[src/rtl/m3_phase_gate_driver.sv]
// Three-phase gate driver: 12-step commutation with high-side PWM and per-phase dead-time insertion.
// Optional M3_BRAKE_EN: force-stop turns on all low sides (active brake) instead of turning all gates off.
module m3_phase_gate_driver #(
    parameter int PWM_BITS  = 8,
    parameter int DEAD_TIME = 4,
    parameter int DT_BITS   = 4
) (
    input  logic                clkI,
    input  logic                nRstI,
    input  logic [3:0]          m3stepI,
    input  logic [PWM_BITS-1:0] m3dutyI,
    input  logic                m3invRotateI,
    input  logic                m3forceStopI,
    output logic                m3gateAhO,
    output logic                m3gateAlO,
    output logic                m3gateBhO,
    output logic                m3gateBlO,
    output logic                m3gateChO,
    output logic                m3gateClO,
    output logic                m3pwmSyncO,
    output logic                m3activeO
);

    typedef enum logic [1:0] {PH_Z, PH_H, PH_L} phase_t;
    typedef enum logic {SIDE_LO, SIDE_HI} side_t;

    localparam logic [PWM_BITS-1:0] PWM_MAX = '1;
    localparam logic [DT_BITS-1:0]  DT_LOAD = DT_BITS'(DEAD_TIME);

    logic [PWM_BITS-1:0] pwm_cnt_q, pwm_cnt_d;
    logic [PWM_BITS-1:0] duty_q, duty_d;
    logic                sync_q, sync_d;
    logic                active_q, active_d;
    logic                pwm_on;
    logic                step_valid;

    logic [3:0]          pos_lag, pos_lead;
    logic [3:0]          pos [3];
    logic [2:0]          req_hi, req_lo;

    logic [2:0]          hi_q, hi_d;
    logic [2:0]          lo_q, lo_d;
    logic [DT_BITS-1:0]  dt_q [3];
    logic [DT_BITS-1:0]  dt_d [3];
    side_t               last_q [3];
    side_t               last_d [3];

    // Commutation position to drive state: 0..4 high, 5 float, 6..10 low, 11 float.
    function automatic phase_t pos_state(input logic [3:0] p);
        phase_t s;
        if (p <= 4'd4)       s = PH_H;
        else if (p == 4'd5)  s = PH_Z;
        else if (p <= 4'd10) s = PH_L;
        else                 s = PH_Z;
        return s;
    endfunction

    always_comb begin
        pwm_cnt_d  = pwm_cnt_q + PWM_BITS'(1);
        duty_d     = (pwm_cnt_q == PWM_MAX) ? m3dutyI : duty_q;
        sync_d     = (pwm_cnt_q == PWM_MAX);
        pwm_on     = (pwm_cnt_q < duty_q);
        step_valid = (m3stepI < 4'd12);
        active_d   = step_valid & ~m3forceStopI;
    end

    always_comb begin
        pos_lag  = (m3stepI >= 4'd4) ? (m3stepI - 4'd4) : (m3stepI + 4'd8);
        pos_lead = (m3stepI >= 4'd8) ? (m3stepI - 4'd8) : (m3stepI + 4'd4);
        pos[0]   = m3stepI;
        pos[1]   = m3invRotateI ? pos_lead : pos_lag;
        pos[2]   = m3invRotateI ? pos_lag  : pos_lead;
    end

    always_comb begin
        req_hi = '0;
        req_lo = '0;
        for (int ph = 0; ph < 3; ph++) begin
            if (m3forceStopI) begin
`ifdef M3_BRAKE_EN
                req_lo[ph] = 1'b1;
`else
                req_lo[ph] = 1'b0;
`endif
            end else if (step_valid) begin
                case (pos_state(pos[ph]))
                    PH_H:    req_hi[ph] = pwm_on;
                    PH_L:    req_lo[ph] = 1'b1;
                    default: ;
                endcase
            end
        end
    end

    // A side may switch on only when the opposite gate is off and either the
    // dead-time has expired or this same side was the last one to turn off.
    always_comb begin
        hi_d = '0;
        lo_d = '0;
        for (int ph = 0; ph < 3; ph++) begin
            dt_d[ph]   = dt_q[ph];
            last_d[ph] = last_q[ph];
            hi_d[ph] = req_hi[ph] & ~lo_q[ph] &
                       ((dt_q[ph] == '0) | (last_q[ph] == SIDE_HI));
            lo_d[ph] = req_lo[ph] & ~hi_q[ph] &
                       ((dt_q[ph] == '0) | (last_q[ph] == SIDE_LO));
            if (hi_q[ph] & ~hi_d[ph]) begin
                dt_d[ph]   = DT_LOAD;
                last_d[ph] = SIDE_HI;
            end else if (lo_q[ph] & ~lo_d[ph]) begin
                dt_d[ph]   = DT_LOAD;
                last_d[ph] = SIDE_LO;
            end else if (dt_q[ph] != '0) begin
                dt_d[ph]   = dt_q[ph] - DT_BITS'(1);
            end
        end
    end

    always_ff @(posedge clkI or negedge nRstI) begin
        if (!nRstI) begin
            pwm_cnt_q <= '0;
            duty_q    <= '0;
            sync_q    <= 1'b0;
            active_q  <= 1'b0;
            hi_q      <= '0;
            lo_q      <= '0;
            for (int ph = 0; ph < 3; ph++) begin
                dt_q[ph]   <= '0;
                last_q[ph] <= SIDE_LO;
            end
        end else begin
            pwm_cnt_q <= pwm_cnt_d;
            duty_q    <= duty_d;
            sync_q    <= sync_d;
            active_q  <= active_d;
            hi_q      <= hi_d;
            lo_q      <= lo_d;
            for (int ph = 0; ph < 3; ph++) begin
                dt_q[ph]   <= dt_d[ph];
                last_q[ph] <= last_d[ph];
            end
        end
    end

    assign m3gateAhO  = hi_q[0];
    assign m3gateAlO  = lo_q[0];
    assign m3gateBhO  = hi_q[1];
    assign m3gateBlO  = lo_q[1];
    assign m3gateChO  = hi_q[2];
    assign m3gateClO  = lo_q[2];
    assign m3pwmSyncO = sync_q;
    assign m3activeO  = active_q;

endmodule

[config.mk]
export PLATFORM = sky130hd
export DESIGN_NAME = m3_phase_gate_driver
export DESIGN_NICKNAME = d
export VERILOG_FILES = /design/src/rtl/m3_phase_gate_driver.sv
export SDC_FILE = /design/constraint.sdc
export NUM_CORES = 1
export LEC_CHECK = 0
export CAP_MARGIN = 20
export CORE_UTILIZATION = 47
export CTS_CLUSTER_DIAMETER = 120
export DETAILED_ROUTE_END_ITERATION = 10
export GPL_TIMING_DRIVEN = 1
export PLACE_DENSITY = 0.69
export SLEW_MARGIN = 20
export SYNTH_ARGS = -nofsm -noshare
export SYNTH_HDL_FRONTEND = slang
export SYNTH_SLANG_ARGS = --single-unit
[constraint.sdc]
create_clock -name clkI -period 2.5 [get_ports clkI]
set_input_delay 0.375 -clock clkI [delete_from_list [all_inputs] [get_ports clkI]]
set_output_delay 0.375 -clock clkI [all_outputs]
set_load 0.02 [all_outputs]
# ---- Word level (Yosys, flattened, before mapping)
# Index checks and enable logic that the tools add are counted.
dict set report totals {
  word_cells 145
  reg_bits 39
}
dict set report classes {
  mux 52
  n_lt_le_gt_ge 10
  bitwise_logic 41
  reduce_logical 12
  n_addsub 8
  n_eq_ne 10
}
# op n
set op_table {}
lappend op_table {{2-to-1 mux 4 bit} 13}
lappend op_table {{2-to-1 mux 2 bit} 15}
lappend op_table {{2-to-1 mux 1 bit} 24}
lappend op_table {{bitwise AND 1 bit} 19}
lappend op_table {{NOT 1 bit} 16}
lappend op_table {{== test 4 x 3 -> 1 bit, second input constant} 3}
lappend op_table {{<= comparator 4 x 3 -> 1 bit, second input constant} 3}
lappend op_table {{<= comparator 4 bit, second input constant} 3}
lappend op_table {{logical NOT 4 bit} 3}
lappend op_table {{nonzero test 4 bit} 3}
lappend op_table {{subtractor 4 x 1 -> 4 bit, second input constant} 3}
lappend op_table {{nonzero test 3 bit} 3}
lappend op_table {{adder 8 x 1 -> 8 bit, second input constant} 1}
lappend op_table {{== test 8 bit, second input constant} 1}
lappend op_table {{less-than comparator 8 bit} 1}
lappend op_table {{== test 2 x 1 -> 1 bit, second input constant} 3}
lappend op_table {{== test 2 bit, second input constant} 3}
lappend op_table {{bitwise OR 1 bit} 6}
lappend op_table {{nonzero test 2 bit} 3}
lappend op_table {{adder 4 x 3 -> 4 bit, second input constant} 1}
lappend op_table {{adder 4 bit, second input constant} 1}
lappend op_table {{greater-or-equal comparator 4 x 3 -> 1 bit, second input constant} 1}
lappend op_table {{greater-or-equal comparator 4 bit, second input constant} 1}
lappend op_table {{less-than comparator 4 bit, second input constant} 1}
lappend op_table {{2 further kinds} 2}

# ---- Longest topological paths before layout
dict set report logic_depth {
  ltp_word 19
  ltp_mapped 8
  mapped_depth_nobuf 7
}

# ---- Worst setup path after synthesis
# Ideal clock, no wire load.
dict set report synth_path {
  kind {register to register}
  start {register pwm_cnt_q[7]}
  end {register dt_q[10] (netlist bit)}
  arrival_time_ns 2.121
  synth_period_minus_slack_ns 2.279
  path_stages_with_launch 7
  slack_ns 0.221
  required_ns 2.342
  n_path_buf 0
  path_cell_list {dfrtp_1 > ha_1 > and3_1 > a221o_1 > a41o_1 > o41a_1 > nand4b_4}
}
dict set report synth_between {
  elab_chain_len 9
  word_cells_on_any_way 10
}
# element line_no
set synth_lines {}
lappend synth_lines {{start: declaration} 30} ;# logic [PWM_BITS-1:0] pwm_cnt_q, pwm_cnt_d;
lappend synth_lines {{start signal: assignment} 132} ;# pwm_cnt_q <= pwm_cnt_d;
lappend synth_lines {{less-than comparator 8 bit (*)} 62} ;# pwm_on = (pwm_cnt_q < duty_q);
lappend synth_lines {{2-to-1 mux 1 bit (*)} 86} ;# case (pos_state(pos[ph]))
lappend synth_lines {{2-to-1 mux 1 bit (*)} 85} ;# end else if (step_valid) begin
lappend synth_lines {{2-to-1 mux 1 bit (*)} 79} ;# if (m3forceStopI) begin
lappend synth_lines {{bitwise AND 1 bit (*) (2 in a row)} 103} ;# hi_d[ph] = req_hi[ph] & ~lo_q[ph] &
lappend synth_lines {{NOT 1 bit (*)} 107} ;# if (hi_q[ph] & ~hi_d[ph]) begin
lappend synth_lines {{bitwise AND 1 bit (*)} 107}
lappend synth_lines {{nonzero test 3 bit (no line) or 2-to-1 mux 4 bit (tied branches)} --}
lappend synth_lines {{end signal: indexed assignment} 139} ;# dt_q[ph] <= dt_d[ph];
lappend synth_lines {{end: declaration} 43} ;# logic [DT_BITS-1:0] dt_q [3];
# Mark *: on every way between the ends. The rest lies on a longest branch, timed or not.
# A chain may end at the register's enable or synchronous reset.

# ---- Worst setup path in the final report
dict set report layout_path {
  start {input port m3stepI[2]}
  end {register dt_q[2] (netlist bit)}
}
dict set report layout_between {
  elab_chain_len 19
  word_cells_on_any_way 37
}
# element line_no
set layout_lines {}
lappend layout_lines {{start: declaration} 10} ;# input logic [3:0] m3stepI,
lappend layout_lines {{adder 4 x 3 -> 4 bit (tied with other cells)} 69} ;# pos_lead = (m3stepI >= 4'd8) ? (m3stepI - 4'd8) : (m3stepI + 4'd4);
lappend layout_lines {{2-to-1 mux 4 bit, on equally long branches} {69, 68}}
lappend layout_lines {{2-to-1 mux 4 bit} 72} ;# pos[2] = m3invRotateI ? pos_lag : pos_lead;
lappend layout_lines {{<= comparator 4 bit} 53} ;# else if (p <= 4'd10) s = PH_L;
lappend layout_lines {{2-to-1 mux 2 bit} 53}
lappend layout_lines {{2-to-1 mux 2 bit} 52} ;# else if (p == 4'd5) s = PH_Z;
lappend layout_lines {{2-to-1 mux 2 bit} 51} ;# if (p <= 4'd4) s = PH_H;
lappend layout_lines {{2-to-1 mux 2 bit} 85}
lappend layout_lines {{[... 2 more ...]} --}
lappend layout_lines {{2-to-1 mux 1 bit} 86}
lappend layout_lines {{2-to-1 mux 1 bit} 85}
lappend layout_lines {{2-to-1 mux 1 bit} 79}
lappend layout_lines {{bitwise AND 1 bit (2 in a row)} 105} ;# lo_d[ph] = req_lo[ph] & ~hi_q[ph] &
lappend layout_lines {{NOT 1 bit} 110} ;# end else if (lo_q[ph] & ~lo_d[ph]) begin
lappend layout_lines {{bitwise AND 1 bit} 110}
lappend layout_lines {{2-to-1 mux 4 bit} 110}
lappend layout_lines {{2-to-1 mux 4 bit} 107}
# Parallel ways exist; a longest one is shown, timed or not. The select of a mux whose other input is x is not followed.

==> results_tabular.tex <==
\begin{tabular}{lr}
\hline
Metric & Value \\
\hline
\multicolumn{2}{l}{\textbf{Die}} \\
\quad Standard-cell rows & 24 \\
\quad Starting density of the core & 0.488 \\
\quad Floorplan die width & 69.2 um \\
\quad Die area & about 4800 um2 \\
\quad Die Y-Extent & about 69 um \\
\quad Num ports & 24 \\
\quad Placeable core area & about 4400 um2 \\
\multicolumn{2}{l}{\textbf{Clock network}} \\
\quad Total clock sinks & 39 \\
\quad Number of buffers added by the clock tree synthesis step & 5 \\
\quad TritonCTS clock tree & yes \\
\quad CTS clk-pin slew, worst paths & around 0.080 ns \\
\quad Later-pin clock latency in the skew report & 0.29 ns \\
\quad Clock tree buffer depth & 2 \\
\quad CTS H-tree depth & 2 \\
\quad Clock root buffer & sky130\_fd\_sc\_hd\_\_clkbuf\_8 \\
\multicolumn{2}{l}{\textbf{Yosys}} \\
\quad Top cells by area, synth & sky130\_fd\_sc\_hd\_\_dfrtp\_1 46\%, sky130\_fd\_sc\_hd\_\_ha\_1 8.8\%, sky130\_fd\_sc\_hd\_\_inv\_1 4.2\%, sky130\_fd\_sc\_hd\_\_nand2\_1 3.2\%, sky130\_fd\_sc\_hd\_\_xnor2\_1 2.9\% \\
\quad Mux cell area share after synthesis & 0.0353 \\
\quad Share of synthesized cell area in full adder, half adder and majority cells & 0.0883 \\
\quad Post-synthesis instance area & approximately 2100 um2 \\
\quad Yosys reg bits & 39 \\
\quad Post-synth EDFFs & 0 \\
\quad Leading register cell type out of synthesis & sky130\_fd\_sc\_hd\_\_dfrtp\_1 \\
\quad Most numerous cell types in the synthesized netlist & 39 x sky130\_fd\_sc\_hd\_\_dfrtp\_1, 24 x sky130\_fd\_sc\_hd\_\_inv\_1, 18 x sky130\_fd\_sc\_hd\_\_nand2\_1 \\
\quad Simple-gate area share of the yosys netlist & 0.196 \\
\quad Post-synth top area cell & sky130\_fd\_sc\_hd\_\_dfrtp\_1 \\
\quad Count of yosys warnings during synthesis & 0 \\
\quad Xor-xnor portion of the synthesized cell area & 0.0371 \\
\quad Async set-or-reset flop fraction in the synthesized netlist & 1.00 \\
\quad Proportion of netlist area held by the largest area contributor & 0.459 \\
\quad Main combinational cell family by area after synthesis & simple AND/OR/NAND/NOR gates \\
\quad Mean cell area of the mapped netlist & between 9 and 10 um2 \\
\quad Net Count, Synth & about 250 \\
\quad Share of synthesized area occupied by flip-flops and latches & 0.459 \\
\quad Count leader, synth & sky130\_fd\_sc\_hd\_\_dfrtp\_1 \\
\quad Unique cell type count in the Yosys netlist & 44 \\
\quad Cell count after synthesis & approximately 220 \\
\quad Compound-cell area share of the yosys netlist & 0.136 \\
\multicolumn{2}{l}{\textbf{Global route}} \\
\quad Global-route wire length before repair & 7280 um \\
\quad Initial antenna violation count & 0 \\
\quad Sum of overflow across all layers after global routing & 0 \\
\quad Number of global-route vias before repair & 1635 \\
\quad GRT Overall Usage & 0.188 \\
\quad Maximum number of pins on one net before global-route repair & 40 \\
\multicolumn{2}{l}{\textbf{STA}} \\
\quad Final Setup Violations & 0 \\
\quad Total negative slack for setup checks & 0 ns \\
\quad Count of final max-slew check failures & 0 \\
\quad Tmin final & around 2.4 ns \\
\quad Setup repair after global routing missed its margin & no \\
\quad Final Skew & between 0.004 and 0.005 ns \\
\quad Measured slew at the worst slew-check pin & 0.865 ns \\
\quad Final-report hold violation count & 0 \\
\quad Max Clk Rate & between 0.4 and 0.5 GHz \\
\quad Crit share post-route & 0.958 \\
\quad Worst relative slew slack & 0.424 \\
\multicolumn{2}{l}{\textbf{Worst setup path}} \\
\quad Endpoint arrival time on the critical path & $\sim$2.6 ns \\
\quad Largest fanout on the critical path & 8 \\
\quad Stage delay of the slowest cell on the critical path & between 0.5 and 0.6 ns \\
\quad Setup CP Type & primary input to flop \\
\quad Critical Path End Type & flop \\
\quad Crit-path cells & clkdlybuf4s50\_1 > inv\_1 > ha\_4 > mux2\_2 > a222oi\_1 > a31o\_1 > nand4\_1 > a211o\_1 \\
\quad WP data required & between 2 and 3 ns \\
\quad Library cell contributing the largest single delay on the critical path & sky130\_fd\_sc\_hd\_\_clkdlybuf4s50\_1 \\
\quad Kind of start point of the critical path & primary input \\
\multicolumn{2}{l}{\textbf{Place}} \\
\quad Count of buffers inserted at the top-level ports & 23 \\
\quad Placed Instance Area & about 2500 um2 \\
\quad Final HPWL from detailed placement & 2940 um \\
\quad Final weighted congestion in routability-driven placement & 0.759 \\
\multicolumn{2}{l}{\textbf{Finish}} \\
\quad Multi-input combinational cell area & 1060 um2 \\
\quad NumNets Final & just under 300 \\
\quad Ratio of cells with drive above 1 in the final layout & 0.138 \\
\quad Summed area of non-filler cells in the final layout & between 2000 and 3000 um2 \\
\quad Combined flip-flop and latch cell area & 976 um2 \\
\quad Final design utilization & 0.610 \\
\quad Filler Cell Count & $\sim$400 \\
\quad Area Growth Syn to Fin & 25.0\% \\
\quad Count of inserted antenna diode cells & 0 \\
\multicolumn{2}{l}{\textbf{Routing}} \\
\quad Final wirelength & 3980 um \\
\quad Count of routing violations after the opening detailed-route iteration & 95 \\
\quad Post-DR wirelength/cell & 12.7 um \\
\quad DRT Pass-1 Iters & 4 \\
\quad Via density per instance & approximately 5.3 \\
\quad Post-route DRC violation count & 0 \\
\quad Final ANT Viol Nets & 0 \\
\quad Vias after detailed routing & 1653 \\
\multicolumn{2}{l}{\textbf{Outcome}} \\
\quad Result of the run & finished, final reports clean \\
\multicolumn{2}{l}{\textbf{Worst hold path}} \\
\quad Class of the most critical hold timing path & primary input to asynchronous set/reset pin \\
\multicolumn{2}{l}{\textbf{Power and ir drop}} \\
\quad Reported leakage power & approximately 1.3 nW \\
\quad Peak ir drop on the vdd network & just over 600 uV \\
\quad Power density over the cells & 772 nW/um2 \\
\multicolumn{2}{l}{\textbf{Flow run}} \\
\quad Maximum capacitance violations & 0 \\
\hline
\end{tabular}
sequential cells by signal, indices dropped and copies added, names as in the netlist:
| name | flops |
|---|---|
| hi_q | 3 |
| dt_q | 12 |
| duty_q | 8 |
| pwm_cnt_q | 8 |
| lo_q | 3 |
| last_q | 3 |
| m3activeO | 1 |
| m3pwmSyncO | 1 |
logic make-up after synthesis:
kind of cell / count (synthesis)
buf+inv: 27
mux: 7
simple gates: 77
compound gates: 41
flops: 39
fa+ha+maj: 15
xor+xnor: 9
timing repair:
item / 4_1_cts / 5_1_grt
resized for setup: 0 / 5
setup endpoints to repair: 0 / 10
setup buffers: 0 / 1
hold buffers: 0 / 0
through the flow:
step           setup WS, ns  std cells  hold WS [ns]  total power [mW]
6_report              0.104        312         0.196              2.05
2_1_floorplan         0.221        215        0.0794              1.38
4_1_cts             0.00690        311         0.233              2.06
3_3_place_gp         -0.234        303         0.482              1.57
3_5_place_dp         -0.293        303         0.482              1.58
5_1_grt             0.00990        312         0.288              2.22
report_power, final:
part / total [mW] / internal [mW] / switching (mW)
registers: 0.870 / 0.765 / 0.105
logic: 0.708 / 0.366 / 0.342
clock network: 0.471 / 0.251 / 0.220
worst max-delay path, delay by kind of cell:
family | cells | cell delay [ns]
fa+ha+maj | 1 | 0.28
compound gates | 3 | 0.88
simple gates | 1 | 0.16
buf+inv | 2 | 0.61
mux | 1 | 0.26
metal layers:
| metal | track usage | wire, um | up-vias |
|---|---|---|---|
| met5 | 0 | 0 | - |
| met4 | 0.0680 | 47 | 0 |
| met3 | 0.0422 | 160 | 4 |
| met2 | 0.296 | 1770 | 27 |
| met1 | 0.254 | 2000 | 770 |
| li1 | - | - | 852 |
cell usage in the layout, fill, tap and decap left out, types with 2 or more instances in the layout:
master	count
sky130_fd_sc_hd__a211o_1	2
sky130_fd_sc_hd__a211oi_1	3
sky130_fd_sc_hd__a21o_1	3
sky130_fd_sc_hd__a21oi_1	5
sky130_fd_sc_hd__and3_1	4
sky130_fd_sc_hd__buf_4	17
sky130_fd_sc_hd__clkbuf_8	7
sky130_fd_sc_hd__clkdlybuf4s50_1	21
sky130_fd_sc_hd__dfrtp_1	39
sky130_fd_sc_hd__ha_1	12
sky130_fd_sc_hd__ha_2	2
sky130_fd_sc_hd__inv_1	24
sky130_fd_sc_hd__mux2_2	4
sky130_fd_sc_hd__mux2i_1	3
sky130_fd_sc_hd__nand2_1	18
sky130_fd_sc_hd__nand2b_1	3
sky130_fd_sc_hd__nand3_1	4
sky130_fd_sc_hd__nand4_1	6
sky130_fd_sc_hd__nor2_1	16
sky130_fd_sc_hd__nor2b_1	4
sky130_fd_sc_hd__nor3_1	7
sky130_fd_sc_hd__nor3b_1	3
sky130_fd_sc_hd__nor4_1	2
sky130_fd_sc_hd__o21ai_0	12
sky130_fd_sc_hd__o31ai_1	2
sky130_fd_sc_hd__or3_1	4
sky130_fd_sc_hd__or3b_1	2
sky130_fd_sc_hd__xnor2_1	7
sky130_fd_sc_hd__xor2_1	2
final cells by class:
type	instances	area share
multi-input cells	149	0.401
flip-flops and latches	39	0.368
repair buffers	40	0.134
clock buffers	7	0.0363
inverters	24	0.0339
well taps	52	0.0245
clock inverters	1	0.00283
final timing paths:
| path | start | endpoint | slack, ns | cells past startpoint |
|---|---|---|---|---|
| worst max register to register | dt_q[0] | dt_q[2] | 0.18 | 7 |
| worst max-delay path | m3stepI[2] | dt_q[2] | 0.10 | 8 |
| max in group asynchronous | nRstI | m3activeO | 1.76 | 1 |
| worst min register to register | lo_q[2] | hi_q[2] | 0.49 | 1 |
| min in group clkI | lo_q[2] | hi_q[2] | 0.49 | 1 |
| worst min-delay path | nRstI | duty_q[3] | 0.20 | 1 |
(Power assumes the default switching activity.)
==> patch: new RTL, same flow settings <==
Change the parameter `DT_BITS` from 4 to 3.
--- a/src/rtl/m3_phase_gate_driver.sv
+++ b/src/rtl/m3_phase_gate_driver.sv
@@ -3,7 +3,7 @@
 module m3_phase_gate_driver #(
     parameter int PWM_BITS  = 8,
     parameter int DEAD_TIME = 4,
-    parameter int DT_BITS   = 4
+    parameter int DT_BITS   = 3
 ) (
     input  logic                clkI,
     input  logic                nRstI,
Check against the original RTL: same outputs for any inputs over 10 cycles, from zero or initial values and one cycle with nRstI low; that may be too few to reach the edited logic, so the function may still have changed.
==> patch against the original RTL <==
- clock power is 20% lower
- register-to-register slack better by 0.11 ns
- design area is 7.8% lower
- sequential share of layout area is 0.052 points higher
- routed wire length is 12% lower
- area after synthesis is 7.8% lower
- setup slack better by 0.0042 ns
- sequential cell count is 3 lower
- power is 14% lower
- non-clock buffer count is 3 higher
- combinational power is 14% lower
- critical path depth stayed put
- critical path type unchanged
- critical endpoint is now dt_q[5]$_DFFE_PN0P_
- largest power group unchanged
==> patch: results (changes against the original RTL) <==
Total GRT Usage=18.33% (was 18.76%); Clock-cell share=3.170% (was 3.911%); 1st-iter DRT viols=33 (was 95); Worst R2R Path Depth=6 (was 7); Mapped Nets=232 (was 246); wire length of the first global-routing pass=5975 um (was 7279 um); nets=276 (was 290); Synth Register Bits=36 (was 39); crit-path max FO=4 (was 8); Worst Skew=0.004440 ns (was 0.004196 ns); DR WL met3=123 um (was 160 um); Leak=1.225 nW (was 1.296 nW); synth cell count leaders=dfrtp_1 (36), inv_1 (25), ha_1 (18), nand2_1 (18), o21ai_0 (13) (was dfrtp_1 (39), inv_1 (24), nand2_1 (18)); Final HPWL DP=2629 um (was 2944 um); met2 routed WL=1601 um (was 1767 um); Post-Route M1 WL=1712 um (was 2001 um); nonclk buf count=43 (was 40); routability congestion estimate=0.7578 (was 0.7593); share of cells above drive strength 1=13.22% (was 13.85%); vias in the first global route=1383 (was 1635); status=complete, no violations (unchanged); hold_ws=0.4970 ns (was 0.1960 ns); Seq/total area=36.81% (was 36.76%); top flop regs=dt_q: 9 flops, duty_q: 8 flops, pwm_cnt_q: 8 flops (was dt_q: 12 flops, duty_q: 8 flops, pwm_cnt_q: 8 flops); Layout non-clock buf frac=15.54% (was 13.38%); R2R Setup Slk=0.29 ns (was 0.18 ns); Avg WL per Cell=12.02 um (was 12.75 um); reg2reg start=pwm_cnt_q[6]$_DFF_PN0_ (was dt_q[0]$_DFFE_PN0P_); kind of cell adding the most delay to the critical path=simple AND/OR/NAND/NOR gates (was compound AO/OA/AOI/OAI gates); largest net degree at the start of global routing=37 (was 40)
## patch: power by group through the flow
| stage | registers (mW) | clock network, mW | logic [mW] |
|---|---|---|---|
| 6_report | 0.768 | 0.376 | 0.609 |
| 2_1_floorplan | 0.781 | 0 | 0.421 |
| 3_3_place_gp | 0.774 | 0 | 0.598 |
| 5_1_grt | 0.784 | 0.418 | 0.693 |
| 3_5_place_dp | 0.779 | 0 | 0.615 |
| 4_1_cts | 0.768 | 0.397 | 0.620 |
## patch: layer usage
layer	up-vias	global-route usage, %
met1	683	23.21
met2	23	29.42
met4	0	7.979
met5	-	0
li1	765	-
met3	6	4.623
## patch: logic make-up after synthesis
family / after synthesis / share of synthesized area (%)
AND/OR/NAND/NOR: 60 / 16.10
multiplexers: 5 / 2.620
flip-flops: 36 / 46.01
AO/OA/AOI/OAI: 38 / 12.91
XOR/XNOR: 10 / 4.473
adder cells (fa/ha/maj): 18 / 11.50
buffers and inverters: 31 / 6.389
